<file path="config.mk">
export PLATFORM = sky130hd
export DESIGN_NAME = seg7_scan_controller
export DESIGN_NICKNAME = d
export VERILOG_FILES = /design/src/rtl/seg7_scan_controller.sv
export SDC_FILE = /design/constraint.sdc
export NUM_CORES = 1
export LEC_CHECK = 0
export BUFFER_PORTS_ARGS = -buffer_cell sky130_fd_sc_hd__clkbuf_2
export CORE_UTILIZATION = 30
export CTS_CLUSTER_DIAMETER = 50
export DETAILED_ROUTE_END_ITERATION = 7
export GPL_TIMING_DRIVEN = 0
export PLACE_DENSITY = 0.43
export SETUP_SLACK_MARGIN = 0.05
export SLEW_MARGIN = 5
export SYNTH_ARGS = -nofsm -noshare
export SYNTH_HDL_FRONTEND = slang
export SYNTH_SLANG_ARGS = --single-unit
</file>
<file path="constraint.sdc">
create_clock -name clk -period 6.58 [get_ports clk]
set_clock_uncertainty 0.05 [all_clocks]
set_input_delay 0.329 -clock clk [delete_from_list [all_inputs] [get_ports clk]]
set_output_delay 0.329 -clock clk [all_outputs]
set_load 0.05 [all_outputs]
</file>
<file path="src/rtl/seg7_scan_controller.sv">
// Time-multiplexed scan controller for a common-anode 7-segment display with
// a double-buffered display word, anti-ghosting blank window and zero suppression.

module hex_decoder (
  input  logic [3:0] nib,
  output logic [6:0] seg_c
);
  // Active-low segments {g,f,e,d,c,b,a}
  always_comb begin
    seg_c = 7'h7F;
    unique case (nib)
      4'h0: seg_c = 7'h40;
      4'h1: seg_c = 7'h79;
      4'h2: seg_c = 7'h24;
      4'h3: seg_c = 7'h30;
      4'h4: seg_c = 7'h19;
      4'h5: seg_c = 7'h12;
      4'h6: seg_c = 7'h02;
      4'h7: seg_c = 7'h78;
      4'h8: seg_c = 7'h00;
      4'h9: seg_c = 7'h10;
      4'hA: seg_c = 7'h08;
      4'hB: seg_c = 7'h03;
      4'hC: seg_c = 7'h46;
      4'hD: seg_c = 7'h21;
      4'hE: seg_c = 7'h06;
      4'hF: seg_c = 7'h0E;
      default: seg_c = 7'h7F;
    endcase
  end
endmodule

module seg7_scan_controller #(
  parameter int unsigned NUM_DIGITS   = 8,
  parameter int unsigned REFRESH_DIV  = 100000,
  parameter int unsigned BLANK_CYCLES = 2
) (
  input  logic                    clk,
  input  logic                    rst,
  input  logic                    load,
  input  logic [4*NUM_DIGITS-1:0] value,
  input  logic [NUM_DIGITS-1:0]   blank_mask,
  input  logic [NUM_DIGITS-1:0]   dp_mask,
  input  logic                    lz_en,
  output logic [NUM_DIGITS-1:0]   an,
  output logic [6:0]              seg,
  output logic                    dp,
  output logic                    upd_ack,
  output logic                    pending
);
  localparam int unsigned VAL_W = 4 * NUM_DIGITS;
  localparam int unsigned CNT_W = (REFRESH_DIV > 1) ? $clog2(REFRESH_DIV) : 1;
  localparam int unsigned IDX_W = (NUM_DIGITS > 1) ? $clog2(NUM_DIGITS) : 1;
  localparam logic [CNT_W-1:0] CNT_LAST  = CNT_W'(REFRESH_DIV - 1);
  localparam logic [CNT_W-1:0] CNT_BLANK = CNT_W'(BLANK_CYCLES);
  localparam logic [IDX_W-1:0] IDX_LAST  = IDX_W'(NUM_DIGITS - 1);

  logic [CNT_W-1:0]      cnt_q, cnt_d;
  logic [IDX_W-1:0]      idx_q, idx_d;
  logic [VAL_W-1:0]      disp_val_q, disp_val_d, pend_val_q, pend_val_d;
  logic [NUM_DIGITS-1:0] disp_blank_q, disp_blank_d, pend_blank_q, pend_blank_d;
  logic [NUM_DIGITS-1:0] disp_dp_q, disp_dp_d, pend_dp_q, pend_dp_d;
  logic                  pending_q, pending_d, upd_ack_q, upd_ack_d;
  logic [NUM_DIGITS-1:0] an_q, an_d;
  logic [6:0]            seg_q, seg_d;
  logic                  dp_q, dp_d;

  logic                  slot_end, frame_end, commit;
  logic [3:0]            dig_nib;
  logic                  dig_blank, dig_dp, lz_dark, zero_run;
  logic [6:0]            hex_seg_c;

  // Slot/digit counters and the pending -> display commit at frame end
  always_comb begin
    cnt_d        = cnt_q;
    idx_d        = idx_q;
    disp_val_d   = disp_val_q;
    disp_blank_d = disp_blank_q;
    disp_dp_d    = disp_dp_q;
    pend_val_d   = pend_val_q;
    pend_blank_d = pend_blank_q;
    pend_dp_d    = pend_dp_q;
    pending_d    = pending_q;

    slot_end  = (cnt_q == CNT_LAST);
    frame_end = slot_end && (idx_q == IDX_LAST);
    commit    = frame_end && pending_q;
    upd_ack_d = commit;

    if (slot_end) begin
      cnt_d = '0;
      idx_d = (idx_q == IDX_LAST) ? '0 : idx_q + IDX_W'(1);
    end else begin
      cnt_d = cnt_q + CNT_W'(1);
    end

    if (commit) begin
      disp_val_d   = pend_val_q;
      disp_blank_d = pend_blank_q;
      disp_dp_d    = pend_dp_q;
      pending_d    = 1'b0;
    end
    // A load coinciding with a commit lands in the pending buffer for the next frame
    if (load) begin
      pend_val_d   = value;
      pend_blank_d = blank_mask;
      pend_dp_d    = dp_mask;
      pending_d    = 1'b1;
    end
  end

  // Select the active digit; scanning from the top tracks the all-zero run above it
  always_comb begin
    dig_nib   = 4'h0;
    dig_blank = 1'b0;
    dig_dp    = 1'b0;
    lz_dark   = 1'b0;
    zero_run  = 1'b1;
    for (int k = int'(NUM_DIGITS) - 1; k >= 0; k--) begin
      zero_run = zero_run && (disp_val_q[4*k +: 4] == 4'h0);
      if (idx_q == IDX_W'(k)) begin
        dig_nib   = disp_val_q[4*k +: 4];
        dig_blank = disp_blank_q[k];
        dig_dp    = disp_dp_q[k];
        lz_dark   = zero_run && (k != 0);
      end
    end
  end

  hex_decoder u_hex (
    .nib   (dig_nib),
    .seg_c (hex_seg_c)
  );

  always_comb begin
    an_d  = '1;
    seg_d = 7'h7F;
    dp_d  = 1'b1;
    if (cnt_q >= CNT_BLANK) begin
      for (int k = 0; k < int'(NUM_DIGITS); k++) begin
        an_d[k] = (idx_q != IDX_W'(k));
      end
      if (!(dig_blank || (lz_en && lz_dark))) begin
        seg_d = hex_seg_c;
        dp_d  = ~dig_dp;
      end
    end
  end

  always_ff @(posedge clk or posedge rst) begin
    if (rst) begin
      cnt_q        <= '0;
      idx_q        <= '0;
      disp_val_q   <= '0;
      disp_blank_q <= '0;
      disp_dp_q    <= '0;
      pend_val_q   <= '0;
      pend_blank_q <= '0;
      pend_dp_q    <= '0;
      pending_q    <= 1'b0;
      upd_ack_q    <= 1'b0;
      an_q         <= '1;
      seg_q        <= 7'h7F;
      dp_q         <= 1'b1;
    end else begin
      cnt_q        <= cnt_d;
      idx_q        <= idx_d;
      disp_val_q   <= disp_val_d;
      disp_blank_q <= disp_blank_d;
      disp_dp_q    <= disp_dp_d;
      pend_val_q   <= pend_val_d;
      pend_blank_q <= pend_blank_d;
      pend_dp_q    <= pend_dp_d;
      pending_q    <= pending_d;
      upd_ack_q    <= upd_ack_d;
      an_q         <= an_d;
      seg_q        <= seg_d;
      dp_q         <= dp_d;
    end
  end

  assign an      = an_q;
  assign seg     = seg_q;
  assign dp      = dp_q;
  assign upd_ack = upd_ack_q;
  assign pending = pending_q;

endmodule

</file>
# After elaboration in Yosys (flattened, before gate mapping)
# Memories as Yosys holds them, arrays and structs flattened.
# Cells that the tools add are included.
# Widths: inputs -> output; s select.
# word_totals
regBits	134
rom_bits	112
inputBits	52
output_inout_bits	18
elab_cells	94
n_memories	1
# classes
add_sub_neg	2
order_cmp	1
n_eq_ne	15
mux	41
n_bitwise	1
n_reduce_logical	20
# memory_table
name	depth	width	rd	rd_clocked_by_memory_dff	write_ports	line	source
(name not given)	16	7	1	0	0	11	unique case (nib)
# op_table
operator	count
$mux 4	8
$logic_not 4->1	7
$mux 1	28
$add 17x1->17 const B	1
$eq 17x17->1 const B	1
$ge 17x2->1 const B	1
$mux 17	1
$mux 7	2
$eq 3x3->1 const B	4
$ne 3x3->1 const B	4
$logic_and 1x1->1	9
$mux 8	1
$eq 3x2->1 const B	2
$ne 3x2->1 const B	2
$add 3x1->3 const B	1
$eq 3x1->1 const B	1
$logic_not 3->1	1
$mux 3	1
$ne 3x1->1 const B	1
$reduce_bool 3->1	1
$reduce_bool 2->1	1
$logic_or 1x1->1	1
$not 1->1	1

# Logic depth before layout (Yosys ltp)
# depth
ltp_word	13
ltp_mapped	14

# Cells and area by module
# From an unflattened synthesis, not the netlist that was laid out.
# unflattened
hier_cells	494
area_unflattened_um2	6145.9
# by_module_without_submodules
module	instances	cells_per_inst	area_per_inst_um2	seq_area_each_um2
seg7_scan_controller	1	462	5870.6	3373.2
hex_decoder	1	32	275.3	0.0

# Least setup slack after synthesis
# Ideal clock, no wire load.
# synth_timing
path_kind	flip-flop to flip-flop
start	register idx_q[2]
end	register seg_q[0], in the netlist seg[0]
setup_time_ns	0.087
arrival_ns	2.588
path_slack_ns	3.854
path_stages_with_launch	15
n_path_buf	3
period_less_slack_ns	2.726
cell_sequence	dfrtp_1 > buf_2 > inv_1 > buf_2 > ha_1 > clkbuf_1 > nand3b_1 > o21ai_0 > a32oi_1 > a21oi_1 > inv_1 > ha_1 > nor3_1 > mux2_2 > o21ai_0
# synth_via
elab_chain_cells	13
elab_cells_between_ends	37
cone_classes	eq/ne: 7; mux: 26; reduce/logical: 3; memory: 1
# synth_rtl
element	line	source
start: declaration	59	logic [IDX_W-1:0] idx_q, idx_d;
start signal: assignment	167	idx_q <= idx_d;
branches (longest 11 deep; another with $mem_v2 16x7)	-	
$mux 7 (*)	143	if (!(dig_blank || (lz_en && lz_dark))) begin
$mux 7 (*)	139	if (cnt_q >= CNT_BLANK) begin
named net seg_d[0]	65	logic [6:0] seg_q, seg_d;
end signal: assignment	177	seg_q <= seg_d;
end: declaration	65	
# Mark *: on every way through the listed nets, which the timed path passes.
# A chain may end at the register's enable or synchronous reset.

# Final worst setup path
# Ends and elaborated chain as after synthesis.

==> flow_metrics.tcl <==
set metrics [dict create \
    status "completed" \
    viasPerCell 4.90 \
    drtPass1Iterations 4 \
    ys_ff_latch 134 \
    clock-sinks 134 \
    fin_crit_sh_pct 58.4 \
    worst_slew_pin_slew_ps 699 \
    post-cts-setup-buffers 0 \
    r2r-end "seg[0]" \
    p_int_mw 1.51 \
    seqPwrFrac_pct 45.3 \
    combPwrFrac_pct 3.8 \
    core_area_mm2 0.0203 \
    dpl-instance-area_mm2 0.00696 \
    switchingPower_mw 0.409 \
    netlist.area_leader.share_pct 47.2 \
    maxSlewViolCount 0 \
    critPathCaptureType "flop" \
    synthTopCellsByCount "dfrtp_1, mux2_2, nand2_1, nor2_1" \
    cpLargestDelayFamily "buffers and inverters" \
    overflow 0 \
    synth_most_common_cell "dfrtp_1" \
    fin_crit_ps 3840 \
    dp_cells 851 \
    h-tree-depth 4 \
    cts_tree "built" \
    grt_pass1_wl_um 25800 \
    routedWlPerCell_um 17.8 \
    clkTransAtPathRegs_ps 60 \
    synth_cells 512 \
    synthTopCellsByArea "dfrtp_1, mux2_2, dfstp_2" \
    track_usage_pct 15.7 \
    antenna_found_initial 0 \
    drt-total-wl_um 15700 \
    portBuffers 68 \
    final_area_mm2 0.00758 \
    rows 52 \
    powerDensity_mw_per_mm2 253 \
    synth-warning-count 0 \
    critPathLaunch "idx_q[2]" \
    rsz0062_at_grt "false" \
    min_path_type "in -> reg" \
    reg2reg_setup_slack_ps 2740 \
    synth_area_mm2 0.00625 \
    crit_required_ps 6840 \
    clkLatencyLatePin_ps 420 \
    synthArstFlopShare_pct 100 \
    ir_drop_v 0.000145 \
    drc 0 \
    layout-drive-gt1-share_pct 38.2 \
    cts_resized 0 \
    cts-root-buf "clkbuf_16" \
    r2r-start "idx_q[2]" \
    critPathCapture "seg[0]" \
    ys_seq_area_share_pct 54.0 \
    worstSetupStartpointType "flop" \
    relSlewSlack_pct 53.4 \
    worst-path-buf-inv 5 \
    die-area_mm2 0.0214 \
    synth_nets 578 \
    grt_pass1_vias 4593 \
    yosysUniqueCellTypes 55 \
    p_clk_share_pct 50.9 \
    area_growth_pct 21.2 \
    setup_viol 0 \
    cp.arrival_ps 4100 \
    holdPathStages 2 \
    die_h_um 146 \
    tns_ps 0 \
    cp.depth 14 \
    die_w_um 146 \
    grt_max_degree 69 \
    pin_count 70 \
    vias 4329 \
    postRouteAntennaNets 0 \
    synth.avg_cell_area_um2 12.2 \
    cp_max_fo 10 \
    antenna_cells 0 \
    slowest_stage "a21oi_1" \
    place.gp.congestion 0.854 \
    hpwlAfterDp_um 11700 \
    cpPeakStageDelay_ps 500 \
    clock.fmax_mhz 260 \
    p_leak_nw 3.50 \
    switching_share_pct 21.3 \
    worstSetupPathType "reg -> reg" \
    crit_chain "buf_2, inv_1, buf_2, ha_1, clkbuf_1, nand2_1, o21ai_0, a32oi_1, a21oi_1, inv_1, ha_1, nor3_1, mux2_2, o21ai_0" \
    start_util_pct 30.8 \
    yosys.area.top_type "dfrtp_1" \
    clockBufferDepth 2 \
    cts_buffers 17 \
    hold_viol 0 \
    layout.cells.non_filler 883 \
    synth_ff_type "dfrtp_1" \
    r2r_cells 14 \
    cap_violations 0 \
    drt_iter0_drc 276 \
    final_nets 667 \
    synth_edf_count 0 \
]
==> state kept, by name (all words and copies together), names as in the netlist, 3 cells and up <==
| name | flops |
|---|---|
| idx_q | 3 |
| disp_blank_q | 8 |
| disp_val_q | 32 |
| cnt_q | 17 |
| an | 8 |
| seg | 7 |
| pend_dp_q | 8 |
| pend_val_q | 32 |
| disp_dp_q | 8 |
| pend_blank_q | 8 |
==> cell families after synthesis <==
kind of cell,Yosys count,synth area share [%]
flip-flops,134,54.0
adder cells (fa/ha/maj),14,2.80
XOR/XNOR,15,2.10
buffers and inverters,39,3.00
multiplexers,102,18.8
AO/OA/AOI/OAI,75,8.19
AND/OR/NAND/NOR,133,11.1
==> metal layers <==
metal	GRT usage (%)	routed length (um)	vias up
met3	3.88	666	12
met4	5.10	170	0
met1	20.9	7430	2171
met5	0	0	-
li1	-	-	2037
met2	25.2	7410	109
==> placed cells by master (no fill, tap or decap), drive strengths merged, types with 3 or more instances in the layout <==
cell type / instances
bufinv: 3
nor3: 7
a211oi: 4
a32oi: 3
mux2i: 5
nor2b: 4
xnor2: 9
nor4: 9
clkbuf: 93
nand4: 7
nand3b: 7
o221ai: 5
nand2b: 7
nand3: 19
o21ai: 18
clkinv: 3
mux2: 97
nor2: 22
a31oi: 3
dfrtp: 118
o31ai: 4
o211ai: 7
o311ai: 3
dfstp: 16
a21oi: 12
xor2: 6
inv: 14
buf: 24
and3: 3
nand2: 37
ha: 14
a21o: 4
==> through the flow <==
step	hold slack [ps]	utilization [%]	power, mW	setup slack (ps)
2_1_floorplan	411	-	0.926	2640
3_3_place_gp	439	34.1	0.956	1270
3_5_place_dp	414	34.3	0.962	2810
4_1_cts	71.0	37.3	1.96	2790
5_1_grt	76.2	37.3	2.00	2440
6_report	93.6	37.3	1.92	2740
==> cell type report <==
type / count / area, um^2
buffer: 27 / 143
timing repair buffer: 70 / 378
clock inverter: 10 / 145
inverter: 12 / 50.0
sequential: 134 / 3370
tap: 270 / 338
multi-input combinational: 339 / 2690
clock buffer: 21 / 460
fill: 2065 / 12700
==> worst min path at each step <==
stage,startpoint,to
3_3_place_gp,pend_dp_q[0],disp_dp_q[0]
6_report,value[15],pend_val_q[15]
5_1_grt,value[13],pend_val_q[13]
2_1_floorplan,cnt_q[14],cnt_q[14]
4_1_cts,dp_mask[4],pend_dp_q[4]
3_5_place_dp,rst,pend_val_q[7]
==> what timing repair did <==
| action | 4_1_cts | 5_1_grt |
|---|---|---|
| endpoints found under the setup margin | 0 | 0 |
| hold buffers | 1 | 0 |
| hold endpoints to repair | 50 | 0 |
==> power groups by stage <==
stage | Sequential, mW | Clock [mW] | Combinational (mW)
CTS | 0.872 | 1.01 | 0.0754
detailed placement | 0.887 | 0 | 0.0748
finish | 0.871 | 0.977 | 0.0727
global route | 0.875 | 1.04 | 0.0818
global placement | 0.886 | 0 | 0.0693
floorplan | 0.878 | 0 | 0.0480
Power figures use the tool's default switching activity.
